--- src/rtl/sha256_block_sequencer.sv ---
// rtl/sha256_block_sequencer.sv - sequences word loading, round strobes and block chaining for a SHA-256 core
module sha256_block_sequencer #(
    parameter int WORDS  = 16,
    parameter int ROUNDS = 64,
    parameter int BLK_W  = 8,
    parameter int HASH_W = 256,
    parameter int RND_W  = 7
) (
    input  logic                     clk,
    input  logic                     reset_n,
    input  logic                     start,
    input  logic [BLK_W-1:0]         num_blocks,
    input  logic                     abort,
    input  logic [31:0]              in_data,
    input  logic                     in_valid,
    output logic                     in_ready,
    output logic [31:0]              sched_wr_data,
    output logic [$clog2(WORDS)-1:0] sched_wr_addr,
    output logic                     sched_wr_en,
    output logic                     sched_start,
    output logic [RND_W-1:0]         sched_round,
    output logic                     sched_stn,
    input  logic [31:0]              sched_wt,
    output logic [31:0]              comp_wt,
    output logic                     comp_start,
    output logic                     comp_first_block,
    input  logic                     comp_stn,
    input  logic                     comp_done,
    input  logic [HASH_W-1:0]        comp_hash,
    output logic [HASH_W-1:0]        hash_out,
    output logic                     done,
    output logic                     busy,
    output logic [BLK_W-1:0]         block_idx,
    output logic                     err
);
    localparam int ADDR_W = $clog2(WORDS);
    localparam logic [ADDR_W-1:0] LAST_WORD = ADDR_W'(WORDS - 1);
    localparam logic [RND_W-1:0]  LAST_RND  = RND_W'(ROUNDS - 1);
    localparam logic [RND_W-1:0]  MAX_RND   = RND_W'(ROUNDS);

    typedef enum logic [1:0] {IDLE, LOAD, ROUND, WAIT_DONE} state_t;
    state_t state, state_next;

    logic [ADDR_W-1:0] load_cnt;
    logic [RND_W-1:0]  round_cnt;
    logic [BLK_W-1:0]  nblk;
    logic              start_pulse;

    logic accept, last_word, msg_go, round_step, blk_next, msg_done, early_done;

    always_ff @(posedge clk or negedge reset_n) begin
        if (!reset_n) begin
            state <= IDLE;
        end else begin
            state <= state_next;
        end
    end

    // Decoded actions are qualified by abort in the datapath so abort wins over every one of them.
    always_comb begin
        state_next = state;
        in_ready   = 1'b0;
        accept     = 1'b0;
        last_word  = 1'b0;
        msg_go     = 1'b0;
        round_step = 1'b0;
        blk_next   = 1'b0;
        msg_done   = 1'b0;
        early_done = 1'b0;
        case (state)
            IDLE: begin
                if (start && num_blocks != '0) begin
                    msg_go     = 1'b1;
                    state_next = LOAD;
                end
            end
            LOAD: begin
                in_ready   = 1'b1;
                accept     = in_valid;
                early_done = comp_done;
                if (in_valid && load_cnt == LAST_WORD) begin
                    last_word  = 1'b1;
                    state_next = ROUND;
                end
            end
            ROUND: begin
                early_done = comp_done;
                round_step = comp_stn && (round_cnt != MAX_RND);
                if (comp_stn && round_cnt == LAST_RND) begin
                    state_next = WAIT_DONE;
                end
            end
            WAIT_DONE: begin
                if (comp_done) begin
                    if (block_idx < nblk - 1'b1) begin
                        blk_next   = 1'b1;
                        state_next = LOAD;
                    end else begin
                        msg_done   = 1'b1;
                        state_next = IDLE;
                    end
                end
            end
            default: state_next = IDLE;
        endcase
        if (abort) begin
            state_next = IDLE;
        end
    end

    assign sched_wr_en   = accept;
    assign sched_wr_data = accept ? in_data : 32'd0;
    assign sched_wr_addr = accept ? load_cnt : '0;
    assign sched_stn     = comp_stn;
    assign sched_round   = round_cnt;
    assign sched_start   = start_pulse;
    assign comp_start    = start_pulse;
    assign busy          = (state != IDLE);

    always_ff @(posedge clk or negedge reset_n) begin
        if (!reset_n) begin
            load_cnt         <= '0;
            round_cnt        <= '0;
            nblk             <= '0;
            block_idx        <= '0;
            comp_first_block <= 1'b0;
            start_pulse      <= 1'b0;
            comp_wt          <= 32'd0;
            hash_out         <= '0;
            done             <= 1'b0;
            err              <= 1'b0;
        end else begin
            start_pulse <= 1'b0;
            done        <= 1'b0;
            if (state == ROUND) begin
                comp_wt <= sched_wt;
            end
            if (!abort) begin
                if (msg_go) begin
                    nblk             <= num_blocks;
                    block_idx        <= '0;
                    comp_first_block <= 1'b1;
                    load_cnt         <= '0;
                    err              <= 1'b0;
                end
                if (early_done) begin
                    err <= 1'b1;
                end
                if (accept) begin
                    load_cnt <= last_word ? '0 : load_cnt + 1'b1;
                end
                if (last_word) begin
                    round_cnt   <= '0;
                    start_pulse <= 1'b1;
                end
                if (round_step) begin
                    round_cnt <= round_cnt + 1'b1;
                end
                if (blk_next) begin
                    block_idx        <= block_idx + 1'b1;
                    comp_first_block <= 1'b0;
                    load_cnt         <= '0;
                end
                if (msg_done) begin
                    hash_out <= comp_hash;
                    done     <= 1'b1;
                end
            end
        end
    end
endmodule

--- config.mk ---
export PLATFORM = sky130hd
export DESIGN_NAME = sha256_block_sequencer
export DESIGN_NICKNAME = d
export VERILOG_FILES = /design/src/rtl/sha256_block_sequencer.sv
export SDC_FILE = /design/constraint.sdc
export NUM_CORES = 1
export LEC_CHECK = 0
export BUFFER_PORTS_ARGS = -buffer_cell sky130_fd_sc_hd__buf_2
export CORE_AREA = 2 2 266 268
export DETAILED_ROUTE_END_ITERATION = 12
export DIE_AREA = 0 0 268 270
export HOLD_SLACK_MARGIN = 0.08
export PLACE_DENSITY_LB_ADDON = 0.25
export REMOVE_ABC_BUFFERS = 1
export SKIP_CTS_REPAIR_TIMING = 1
export SLEW_MARGIN = 40
export SYNTH_ARGS = -nofsm -noshare
export SYNTH_HDL_FRONTEND = slang
export SYNTH_SLANG_ARGS = --single-unit
--- constraint.sdc ---
create_clock -name clk -period 3.5 [get_ports clk]
set_input_delay 0.35 -clock clk [delete_from_list [all_inputs] [get_ports clk]]
set_output_delay 0.35 -clock clk [all_outputs]
set_load 0.005 [all_outputs]
==> results of run 1 <==
## power breakdown
| part | switching [mW] | total [mW] | internal [mW] |
|---|---|---|---|
| Sequential | 0.251 | 4.32 | 4.07 |
| Combinational | 0.886 | 2.04 | 1.16 |
| Clock | 1.67 | 4.33 | 2.66 |
| Total | 2.81 | 10.7 | 7.88 |
## through the flow
step                area [um2]  hold WS (ns)
floorplan                13500        0.0544
CTS                      19900        -0.179
finish                   22900         0.170
global route             22900         0.136
global placement         18500         0.435
detailed placement       18500         0.433
## metal layers
metal | vias up | wire [um] | GRT usage, %
met5 | - | 0 | 0
met4 | 0 | 1270 | 4.09
met3 | 76 | 3040 | 3.27
met2 | 412 | 24500 | 21.5
met1 | 5310 | 16900 | 12.4
li1 | 5112 | - | -
## kinds of logic after synthesis
family | share of synthesized area [%]
mux | 29.7
buf+inv | 3.12
simple gates | 4.96
compound gates | 2.54
xor+xnor | 0.378
flops | 57.8
fa+ha+maj | 1.53
## cells in the mapped netlist (4+ instances only)
| library cell | count |
|---|---|
| o21ai_1 | 6 |
| o21ai_0 | 16 |
| nand2_1 | 36 |
| xnor2_1 | 5 |
| nand3_1 | 8 |
| inv_1 | 15 |
| clkbuf_1 | 13 |
| nand4_1 | 4 |
| a21o_1 | 4 |
| mux2_4 | 229 |
| mux2_2 | 32 |
| nor3_1 | 7 |
| buf_2 | 4 |
| mux2_1 | 27 |
| and3_1 | 38 |
| buf_6 | 26 |
| dfrtp_1 | 321 |
| nor2_1 | 14 |
| ha_1 | 17 |
## registers in the layout (all words and copies together) (netlist names)
signal,count
hash_out,256
comp_wt,32
sched_round,7
block_idx,8
err,1
done,1
state,2
nblk,8
comp_first_block,1
load_cnt,4
comp_start,1
## cell type report
| type | instances | area (um2) | share of cell area, % |
|---|---|---|---|
| Tap cell | 940 | 1180 | 5.14 |
| Clock buffer | 57 | 1190 | 5.18 |
| Clock inverter | 14 | 195 | 0.853 |
| Timing Repair Buffer | 1012 | 6800 | 29.7 |
| Inverter | 15 | 56.3 | 0.246 |
| Sequential cell | 321 | 8030 | 35.1 |
| Multi-Input combinational cell | 494 | 5440 | 23.8 |
## worst max-delay path by stage
stage,startpoint,to,slack (ns),cells after the start
CTS,nblk[4],hash_out[220],0.25,11
global placement,nblk[5],hash_out[214],0.24,11
detailed placement,nblk[4],hash_out[213],0.27,11
floorplan,nblk[5],hash_out[0],-8.46,9
finish,nblk[4],hash_out[214],0.26,11
global route,nblk[5],hash_out[214],0.08,11
## worst register-to-register path, delay by kind of cell, from the launching register on
family	cells	cell delay, ns
AO/OA/AOI/OAI	2	0.32
XOR/XNOR	1	0.11
buffers and inverters	2	0.49
AND/OR/NAND/NOR	4	1.12
multiplexers	1	0.37
flip-flops	1	0.41
adder cells (fa/ha/maj)	1	0.30
==> out/results.tsv, run 1 <==
stage	metric	value	unit
run_status	outcome	complete, no violations	
floorplan	die height	270	um
setup_path	most used cell, CP	buf_12	
setup_path	Largest delay share family, worst path	simple AND/OR/NAND/NOR gates	
cells_and_area	commonest non-fill, non-tap cell in the layout	buf_2	
timing	# setup viols final	0	
floorplan	# rows	97	
min_path	WHS Endpoint	state[1]	
synthesis	Synth Cell Area	13900	um2
min_path	Hold Crit Class	input port to register	
setup_path	RR Startpoint	nblk[4]	
synthesis	Area contributors post-synth	dfrtp_1 (58%), mux2_4 (25%), mux2_2 (2.6%)	
setup_path	reg-to-reg critical path endpoint	hash_out[214]	
setup_path	Critical Path, Cell by Cell	or4_1, nor4_1, xnor2_1, ha_1, nand3_1, a21o_1, o21ai_1, and3_4, buf_12, buf_12, mux2_1	
clock_network	cts bufs inserted	39	
synthesis	most area-hungry cell type in the Yosys netlist	dfrtp_1	
setup_path	Worst EP arrival	3.66	ns
timing	Worst Max-Slew Pin Slew	0.671	ns
global_routing	vias in the first global route	10500	
timing	total negative slack	0	ns
clock_network	htree depth	2	
drt	WL final	45.8	mm
setup_path	Crit Path Category	register to register	
setup_path	slowest stage delay, CP	0.53	ns
timing	clock skew	0.0153	ns
pwr	PwrDens	467	nW/um2
synthesis	synthesis-stage register bit count	321	
synthesis	most common flop cell mapped by yosys	dfrtp_1	
timing	period utilization	92.6	%
global_routing	first-pass GRT wire length	64.3	mm
timing	Slew Limit Fails	0	
clock_network	CTS Root Cell	clkbuf_16	
floorplan	Core Area	69500	um2
global_routing	maximum number of pins on one net before global-route repair	89	
drt	post-route ant nets	0	
cells_and_area	share of layout cells above drive strength 1	54.6	%
global_routing	gr ovfl total	0	
synthesis	Seq/Total Area, Yosys	57.8	%
timing	final worst slack	0.258	ns
timing	Fin. Hold Viols	0	
timing	Slew HR	54.9	%
synthesis	syn_area_per_cell	15.9	um2
cells_and_area	fin cells	2853	
synthesis	Syn. warnings	0	
clock_network	worst skew pair latency	0.55	ns
min_path	Hold Path Depth	2	
cells_and_area	# diodes	0	
pwr	Max VDD drop	0.254	mV
setup_path	r2r worst-path depth	11	
setup_path	startpoint types	register	
pwr	Design Power	10.7	mW
drt	DR iter-0 viols	345	
timing	FMAX	0.308	GHz
synthesis	Distinct cells, synth	48	
setup_path	Critical Path Slowest Stage Cell	or4_1	
setup_path	buffers and inverters on the worst path	2	
floorplan	die area	72400	um2
cells_and_area	commonest non-fill, non-tap cells in the layout	buf_2 (681), dfrtp_1 (321), dlygate4sd3_1 (297), mux2_4 (229), clkbuf_16 (41)	
synthesis	share of synthesized registers carrying an async set or reset	100	%
synthesis	Post-synth EDFFs	0	
clock_network	clock sinks	321	
drt	first drt pass iteration count	4	
cells_and_area	Layout area overhead	64.7	%
drt	DRC Markers	0	
placed_design	gpl congestion	0.800	
floorplan	die width	268	um
global_routing	GRT Util Overall	11.6	%
cells_and_area	fillers	6971	
drt	average wire per standard cell	16.0	um
setup_path	R2R setup slack	0.26	ns
clock_network	CTS tree	done	
drt	via/cell ratio	3.82	
placed_design	dpl hpwl	33.4	mm
floorplan	Starting Density	20.0	%
synthesis	share of the synthesized area in the top cell type	57.8	%
setup_path	CP Capture Type	register	
clock_network	clk buf depth	3	
placed_design	pre-CTS setup slack	0.272	ns
drt	Via Count	10900	
floorplan	num ports	683	
run	Max Cap Viol	0	
placed_design	placed insts	2484	
min_path	HP Start	abort	
setup_path	Critical Path RT	3.92	ns
synthesis	Post-Syn Instances	875	
pwr	Static Leak	12.2	nW
timing	RSZ-0062 raised after global routing	false	
cells_and_area	Layout Nets	2235	
global_routing	antenna violations before repair	1	
cells_and_area	Final Core Density	32.9	%
timing	min cycle time layout	3.24	ns
setup_path	worst-path maximum fanout	29	
clock_network	clock slew at reported path FFs	0.06	ns
placed_design	PortBufs	682	
Power figures use the tool's default switching activity.
==> inputs of run 2 (changes only) <==
--- a/config.mk
+++ b/config.mk
@@ -5,10 +5,11 @@
 export SDC_FILE = /design/constraint.sdc
 export NUM_CORES = 1
 export LEC_CHECK = 0
+export ABC_AREA = 1
 export BUFFER_PORTS_ARGS = -buffer_cell sky130_fd_sc_hd__buf_2
-export CORE_AREA = 2 2 266 268
+export CORE_AREA = 2 2 267 269
 export DETAILED_ROUTE_END_ITERATION = 12
-export DIE_AREA = 0 0 268 270
+export DIE_AREA = 0 0 269 271
 export HOLD_SLACK_MARGIN = 0.08
 export PLACE_DENSITY_LB_ADDON = 0.25
 export REMOVE_ABC_BUFFERS = 1
==> run 2 against run 1 <==
Clock power decreased by 5%. Highest routed layer is now met5. Combinational power about the same. Synthesized area is 5.0% lower. Fmax grew 11%. Design area fell by 4.3%.
==> out/results.tsv, run 2 <==
stage	metric	value	unit	change
synthesis	synth cell count leaders	nand2_1 (831), dfrtp_1 (321), inv_1 (69), nor2_1 (55)		
cells_and_area	commonest non-fill, non-tap cell in the layout	nand2_1		
clock_network	clock slew at reported path FFs	0.06	ns	about the same
global_routing	first-pass GRT wire length	68.7	mm	+6.9%
setup_path	startpoint types	register		
cells_and_area	fillers	7226		+3.7%
synthesis	Synth Cell Area	13200	um2	-5.0%
synthesis	share of the synthesized area in the top cell type	60.8	%	+3.0 points
min_path	Hold Crit Class	input port to register		
drt	WL final	48.7	mm	+6.5%
synthesis	Area contributors post-synth	dfrtp_1 (61%), nand2_1 (24%), mux2_2 (2.7%)		
synthesis	Syn. warnings	0		unchanged
pwr	Design Power	10.5	mW	-1.7%
timing	RSZ-0062 raised after global routing	false		
clock_network	htree depth	2		unchanged
drt	post-route ant nets	0		unchanged
setup_path	worst-path maximum fanout	74		+160%
floorplan	die area	72900	um2	+0.74%
clock_network	CTS tree	done		
timing	clock skew	0.0130	ns	-0.00234 ns
placed_design	area post-placement	17700	um2	-4.4%
drt	Via Count	13300		+22%
timing	Worst Hold Slack	0.0910	ns	-0.0790 ns
setup_path	CP Capture Type	register		
floorplan	die width	269	um	+0.37%
synthesis	Distinct cells, synth	28		-42%
cells_and_area	Layout Nets	2812		+26%
drt	via/cell ratio	3.89		+1.7%
cells_and_area	Most flops, register	hash_out		
timing	period utilization	83.2	%	-9.5 points
drt	first drt pass iteration count	5		+1
floorplan	num ports	683		unchanged
drt	DR iter-0 viols	593		+72%
synthesis	Post-Syn Instances	1484		+70%
cells_and_area	design area	21900	um2	-4.3%
synthesis	synthesis-stage register bit count	321		unchanged
cells_and_area	max reg flops	256		unchanged
timing	Worst Max-Slew Pin Slew	0.689	ns	+0.0181 ns
placed_design	gpl congestion	0.811		+1.4%
pwr	Max VDD drop	0.255	mV	+0.55%
timing	min cycle time layout	2.91	ns	-0.331 ns
drt	DRC Markers	0		unchanged
global_routing	vias in the first global route	12300		+17%
cells_and_area	share of layout cells above drive strength 1	32.8	%	-22 points
floorplan	Starting Density	18.9	%	-1.1 points
synthesis	most area-hungry cell type in the Yosys netlist	dfrtp_1		
run	Max Cap Viol	0		unchanged
setup_path	Crit Path Category	register to register		
timing	final worst slack	0.589	ns	+0.331 ns
placed_design	pre-CTS setup slack	0.584	ns	+0.312 ns
run_status	outcome	complete, no violations		
global_routing	GRT Util Overall	12.1	%	+0.53 points
synthesis	Post-synth EDFFs	0		unchanged
global_routing	maximum number of pins on one net before global-route repair	105		+18%
synthesis	Seq/Total Area, Yosys	60.8	%	+3.0 points
clock_network	clock sinks	321		unchanged
clock_network	cts bufs inserted	39		unchanged
timing	# setup viols final	0		unchanged
global_routing	gr ovfl total	0		unchanged
clock_network	CTS Root Cell	clkbuf_16		
cells_and_area	Layout area overhead	65.8	%	
timing	FMAX	0.344	GHz	+11%
setup_path	Worst EP arrival	3.39	ns	-0.27 ns
timing	Fin. Hold Viols	0		unchanged
pwr	PwrDens	480	nW/um2	+2.8%
cells_and_area	commonest non-fill, non-tap cells in the layout	nand2_1 (831), buf_2 (681), dfrtp_1 (321), dlygate4sd3_1 (290), inv_1 (69)		
timing	Slew Limit Fails	0		unchanged
drt	average wire per standard cell	14.2	um	-11%
setup_path	Critical Path RT	3.98	ns	+0.06 ns
floorplan	# rows	97		unchanged
synthesis	share of synthesized registers carrying an async set or reset	100	%	unchanged
synthesis	most frequent cell after synthesis	nand2_1		
timing	total negative slack	0	ns	unchanged
placed_design	dpl hpwl	34.8	mm	+4.4%
floorplan	Core Area	69800	um2	+0.35%
cells_and_area	largest registers	hash_out x256, comp_wt x32		
timing	Slew HR	54.0	%	-0.82 points
global_routing	antenna violations before repair	2		+1
clock_network	clk buf depth	3		unchanged
synthesis	most common flop cell mapped by yosys	dfrtp_1		
clock_network	worst skew pair latency	0.55	ns	about the same
placed_design	PortBufs	682		unchanged
synthesis	syn_area_per_cell	8.90	um2	-44%
floorplan	die height	271	um	+0.37%
pwr	Static Leak	12.7	nW	+4.4%
## run 2: kinds of logic (layout without fill, tap and decap cells)
group,count (synthesis),after routing,share of synthesized area (%)
fa+ha+maj,17,17,1.61
xor+xnor,16,16,1.06
simple gates,929,929,27.1
other cells,0,1,0
flops,321,321,60.8
compound gates,29,29,1.17
mux,32,32,2.73
buf+inv,140,1144,5.53
## run 2: worst max-delay path, stage by stage (launching register included)
cell     delay, ns
dfrtp_1       0.41
nor2_1        0.14
nand4_1       0.14
nor3_1        0.22
xor2_1        0.20
ha_1          0.27
a21oi_1       0.14
o21a_1        0.21
nand2_2       0.11
nand2_8       0.17
buf_12        0.31
buf_4         0.27
nand2_1       0.07
nand2_1       0.07
## run 2: worst paths after layout
kind                            cells past startpoint  slack (ns)            end     startpoint
worst min-delay path                                3        0.09        nblk[4]  num_blocks[4]
max in group asynchronous                           4        2.17   hash_out[14]        reset_n
worst max-delay path                               13        0.59    hash_out[7]        nblk[2]
worst min register to register                      2        0.47  hash_out[139]  hash_out[139]
worst max register to register                     13        0.59    hash_out[7]        nblk[2]
min in group asynchronous                           2        0.36  hash_out[149]        reset_n
## run 2: final cells by class
cell class                 count  area [um2]  share of cell area (%)
inverter                      71         274                    1.25
tap                          940        1180                    5.37
antenna                        1        2.50                  0.0114
clock inverter                12         144                   0.657
clock buffer                  57        1150                    5.27
sequential                   321        8030                    36.7
multi-input combinational   1023        4450                    20.3
timing repair buffer        1004        6660                    30.4
## run 2: per-layer routing
metal | wire, um | GRT usage, %
met2 | 25200 | 22.2
met3 | 3750 | 4.00
met4 | 1840 | 5.15
met1 | 17900 | 12.4
met5 | 16 | 0
## run 2: per-stage QoR
| stage | util [%] | instances |
|---|---|---|
| after floorplan | - | 1415 |
| after global placement | 25.3 | 3068 |
| after detailed placement | 25.4 | 3069 |
| after CTS | 27.2 | 3138 |
| after global routing | 31.4 | 3429 |
| final | 31.4 | 3429 |
## run 2: power breakdown
| part | switching, mW | internal, mW |
|---|---|---|
| clock network | 1.63 | 2.50 |
| registers | 0.245 | 4.10 |
| logic | 0.970 | 1.07 |
==> inputs of run 3 (changes only) <==
--- a/config.mk
+++ b/config.mk
@@ -5,11 +5,11 @@
 export SDC_FILE = /design/constraint.sdc
 export NUM_CORES = 1
 export LEC_CHECK = 0
-export ABC_AREA = 1
+export ABC_AREA = 0
 export BUFFER_PORTS_ARGS = -buffer_cell sky130_fd_sc_hd__buf_2
-export CORE_AREA = 2 2 267 269
+export CORE_AREA = 2 2 263 265
 export DETAILED_ROUTE_END_ITERATION = 12
-export DIE_AREA = 0 0 269 271
+export DIE_AREA = 0 0 265 267
 export HOLD_SLACK_MARGIN = 0.08
 export PLACE_DENSITY_LB_ADDON = 0.25
 export REMOVE_ABC_BUFFERS = 1
==> constraint.sdc (replaced) <==
create_clock -name clk -period 2.46 [get_ports clk]
set_input_delay 0.246 -clock clk [delete_from_list [all_inputs] [get_ports clk]]
set_output_delay 0.246 -clock clk [all_outputs]
set_load 0.005 [all_outputs]
==> run 3 against run 2 <==
The run now ends with setup timing left. Core utilization grew 3.1 points. Critical path depth is the same. Critical endpoint is now hash_out[94]. Fmax shrank 6.6%. Flip-flop and latch count is the same. Non-clock buffer count grew 62. Via count shrank 16%. Highest routed layer unchanged.
==> out/results.tsv, run 3 (synthesis gave the netlist of run 1 again) <==
stage	metric	value	unit	change
timing	RSZ-0062 raised after global routing	true		
run_status	outcome	finished, violations left		
floorplan	num ports	683		unchanged
clock_network	CTS tree	done		
drt	first drt pass iteration count	4		-1
floorplan	die width	265	um	-1.5%
clock_network	htree depth	2		unchanged
cells_and_area	commonest non-fill, non-tap cells in the layout	buf_2 (681), dfrtp_1 (321), dlygate4sd3_1 (298), mux2_4 (236), buf_4 (54)		
clock_network	clk buf depth	3		unchanged
cells_and_area	Most flops, register	hash_out		
cells_and_area	max reg flops	256		unchanged
cells_and_area	Layout area overhead	68.7	%	
pwr	Static Leak	12.5	nW	-1.8%
run	Max Cap Viol	0		unchanged
cells_and_area	largest registers	hash_out x256, comp_wt x32		
global_routing	GRT Util Overall	12.3	%	+0.20 points
timing	final worst slack	-0.656	ns	-1.24 ns
setup_path	Crit Path Category	register to register		
global_routing	maximum number of pins on one net before global-route repair	66		-37%
setup_path	startpoint types	register		
setup_path	Critical Path, Cell by Cell	or4_4, nor4_4, buf_4, xnor2_2, ha_1, nand3_1, a21o_1, o21ai_1, and3_4, buf_4, buf_12, buf_4, mux2_4		
drt	WL final	48.7	mm	-0.15%
setup_path	Critical Path Slowest Stage Cell	or4_4		
drt	DR iter-0 viols	342		-42%
placed_design	pre-CTS setup slack	-0.706	ns	-1.29 ns
placed_design	placed insts	2463		-20%
timing	Slew Limit Fails	0		unchanged
global_routing	gr ovfl total	0		unchanged
setup_path	slowest stage delay, CP	0.56	ns	+0.15 ns
pwr	Max VDD drop	0.432	mV	+69%
clock_network	worst skew pair latency	0.55	ns	about the same
setup_path	Largest delay share family, worst path	simple AND/OR/NAND/NOR gates		
floorplan	Starting Density	20.4	%	+1.5 points
timing	period utilization	127	%	+43 points
global_routing	first-pass GRT wire length	67.1	mm	-2.4%
placed_design	dpl hpwl	35.0	mm	+0.56%
min_path	Hold Crit Class	input port to register		
timing	Fin. Hold Viols	0		unchanged
cells_and_area	commonest non-fill, non-tap cell in the layout	buf_2		
drt	DRC Markers	0		unchanged
placed_design	gpl congestion	0.784		-3.3%
timing	# setup viols final	271		+271
timing	total negative slack	-154.38	ns	-154.38 ns
global_routing	antenna violations before repair	2		unchanged
drt	average wire per standard cell	17.1	um	+20%
clock_network	CTS Root Cell	clkbuf_16		
placed_design	PortBufs	682		unchanged
timing	Slew HR	54.2	%	+0.16 points
cells_and_area	# diodes	0		-1
pwr	Design Power	15.2	mW	+45%
pwr	PwrDens	650	nW/um2	+35%
timing	Worst Max-Slew Pin Slew	0.681	ns	-0.00817 ns
setup_path	most used cell, CP	buf_4		
drt	post-route ant nets	0		unchanged
floorplan	die area	70800	um2	-2.9%
setup_path	worst-path maximum fanout	7		-91%
setup_path	Critical Path RT	2.88	ns	-1.10 ns
run_status	failing checks	setup timing		
cells_and_area	Layout Nets	2290		-19%
floorplan	Core Area	68000	um2	-2.6%
clock_network	clock sinks	321		unchanged
setup_path	Worst EP arrival	3.54	ns	+0.15 ns
setup_path	buffers and inverters on the worst path	4		+2
cells_and_area	Final Core Density	34.5	%	+3.1 points
timing	FMAX	0.321	GHz	-6.6%
cells_and_area	share of layout cells above drive strength 1	56.5	%	+24 points
cells_and_area	fin cells	2848		-17%
floorplan	die height	267	um	-1.5%
setup_path	CP Capture Type	register		
global_routing	vias in the first global route	10800		-12%
floorplan	# rows	96		-1.0%
timing	min cycle time layout	3.12	ns	+0.205 ns
clock_network	clock slew at reported path FFs	0.05	ns	about the same
clock_network	cts bufs inserted	40		+2.6%
drt	via/cell ratio	3.96		+1.7%
drt	Via Count	11300		-16%
timing	clock skew	0.0138	ns	+0.000809 ns
[run 3: cell types whose count changed in the layout (fill, tap and decap cells not counted), moves of 7 or more]
cell | previous run | this run
buf_12 | 6 | 14
buf_4 | 25 | 54
mux2_4 | 0 | 236
nor2_1 | 55 | 14
and3_1 | 0 | 37
inv_1 | 69 | 15
nand2_1 | 831 | 36
buf_6 | 0 | 7
xor2_1 | 14 | 1
nand3_1 | 19 | 8
nand4_1 | 12 | 4
clkbuf_16 | 39 | 47
mux2_1 | 0 | 20
dlygate4sd3_1 | 290 | 298
[run 3: power breakdown]
| group | leakage, nW | switching, mW | internal, mW |
|---|---|---|---|
| clock | 0.645 | 2.41 | 3.52 |
| combinational | 7.49 | 1.37 | 1.80 |
| sequential | 4.39 | 0.354 | 5.78 |
[run 3: path summary, 6_finish.rpt]
| path | start | end | slack [ns] | depth (start not counted) |
|---|---|---|---|---|
| hold / removal | comp_done | block_idx[5] | 0.24 | 5 |
| max in group asynchronous | reset_n | hash_out[51] | 1.36 | 3 |
| min in group asynchronous | reset_n | hash_out[97] | 0.27 | 2 |
| setup / recovery | nblk[5] | hash_out[94] | -0.66 | 13 |
| hold reg to reg | hash_out[223] | hash_out[223] | 0.48 | 1 |
| setup reg to reg | nblk[5] | hash_out[94] | -0.66 | 13 |
[run 3: cell type report]
type	count	area [um2]
Fill cell	6750	44500
Sequential cell	321	8030
Timing Repair Buffer	1066	7450
Multi-Input combinational cell	494	5510
Clock buffer	53	1120
Tap cell	882	1100
Clock inverter	17	178
Inverter	15	56.3
[run 3: per-stage QoR]
stage                     hold slack [ns]  cell area, um2
final                               0.243           23400
after detailed placement            0.278           18700
after global routing                0.212           23400
after CTS                          -0.330           20000
after global placement              0.270           18700
after floorplan                   -0.0496           13500
[run 3: worst reg2reg max path, stage by stage (launching register included)]
cell and delay (ns):
dfrtp_1 0.37, or4_4 0.56, nor4_4 0.14, buf_4 0.15, xnor2_2 0.05, ha_1 0.30
nand3_1 0.08, a21o_1 0.17, o21ai_1 0.12, and3_4 0.26, buf_4 0.14, buf_12 0.14
buf_4 0.21, mux2_4 0.32
[run 3: routing by layer]
metal	global-route usage, %	share of wire [%]
met5	0	0.055
met4	4.35	2.8
met3	3.92	6.1
met2	22.6	53
met1	13.2	38
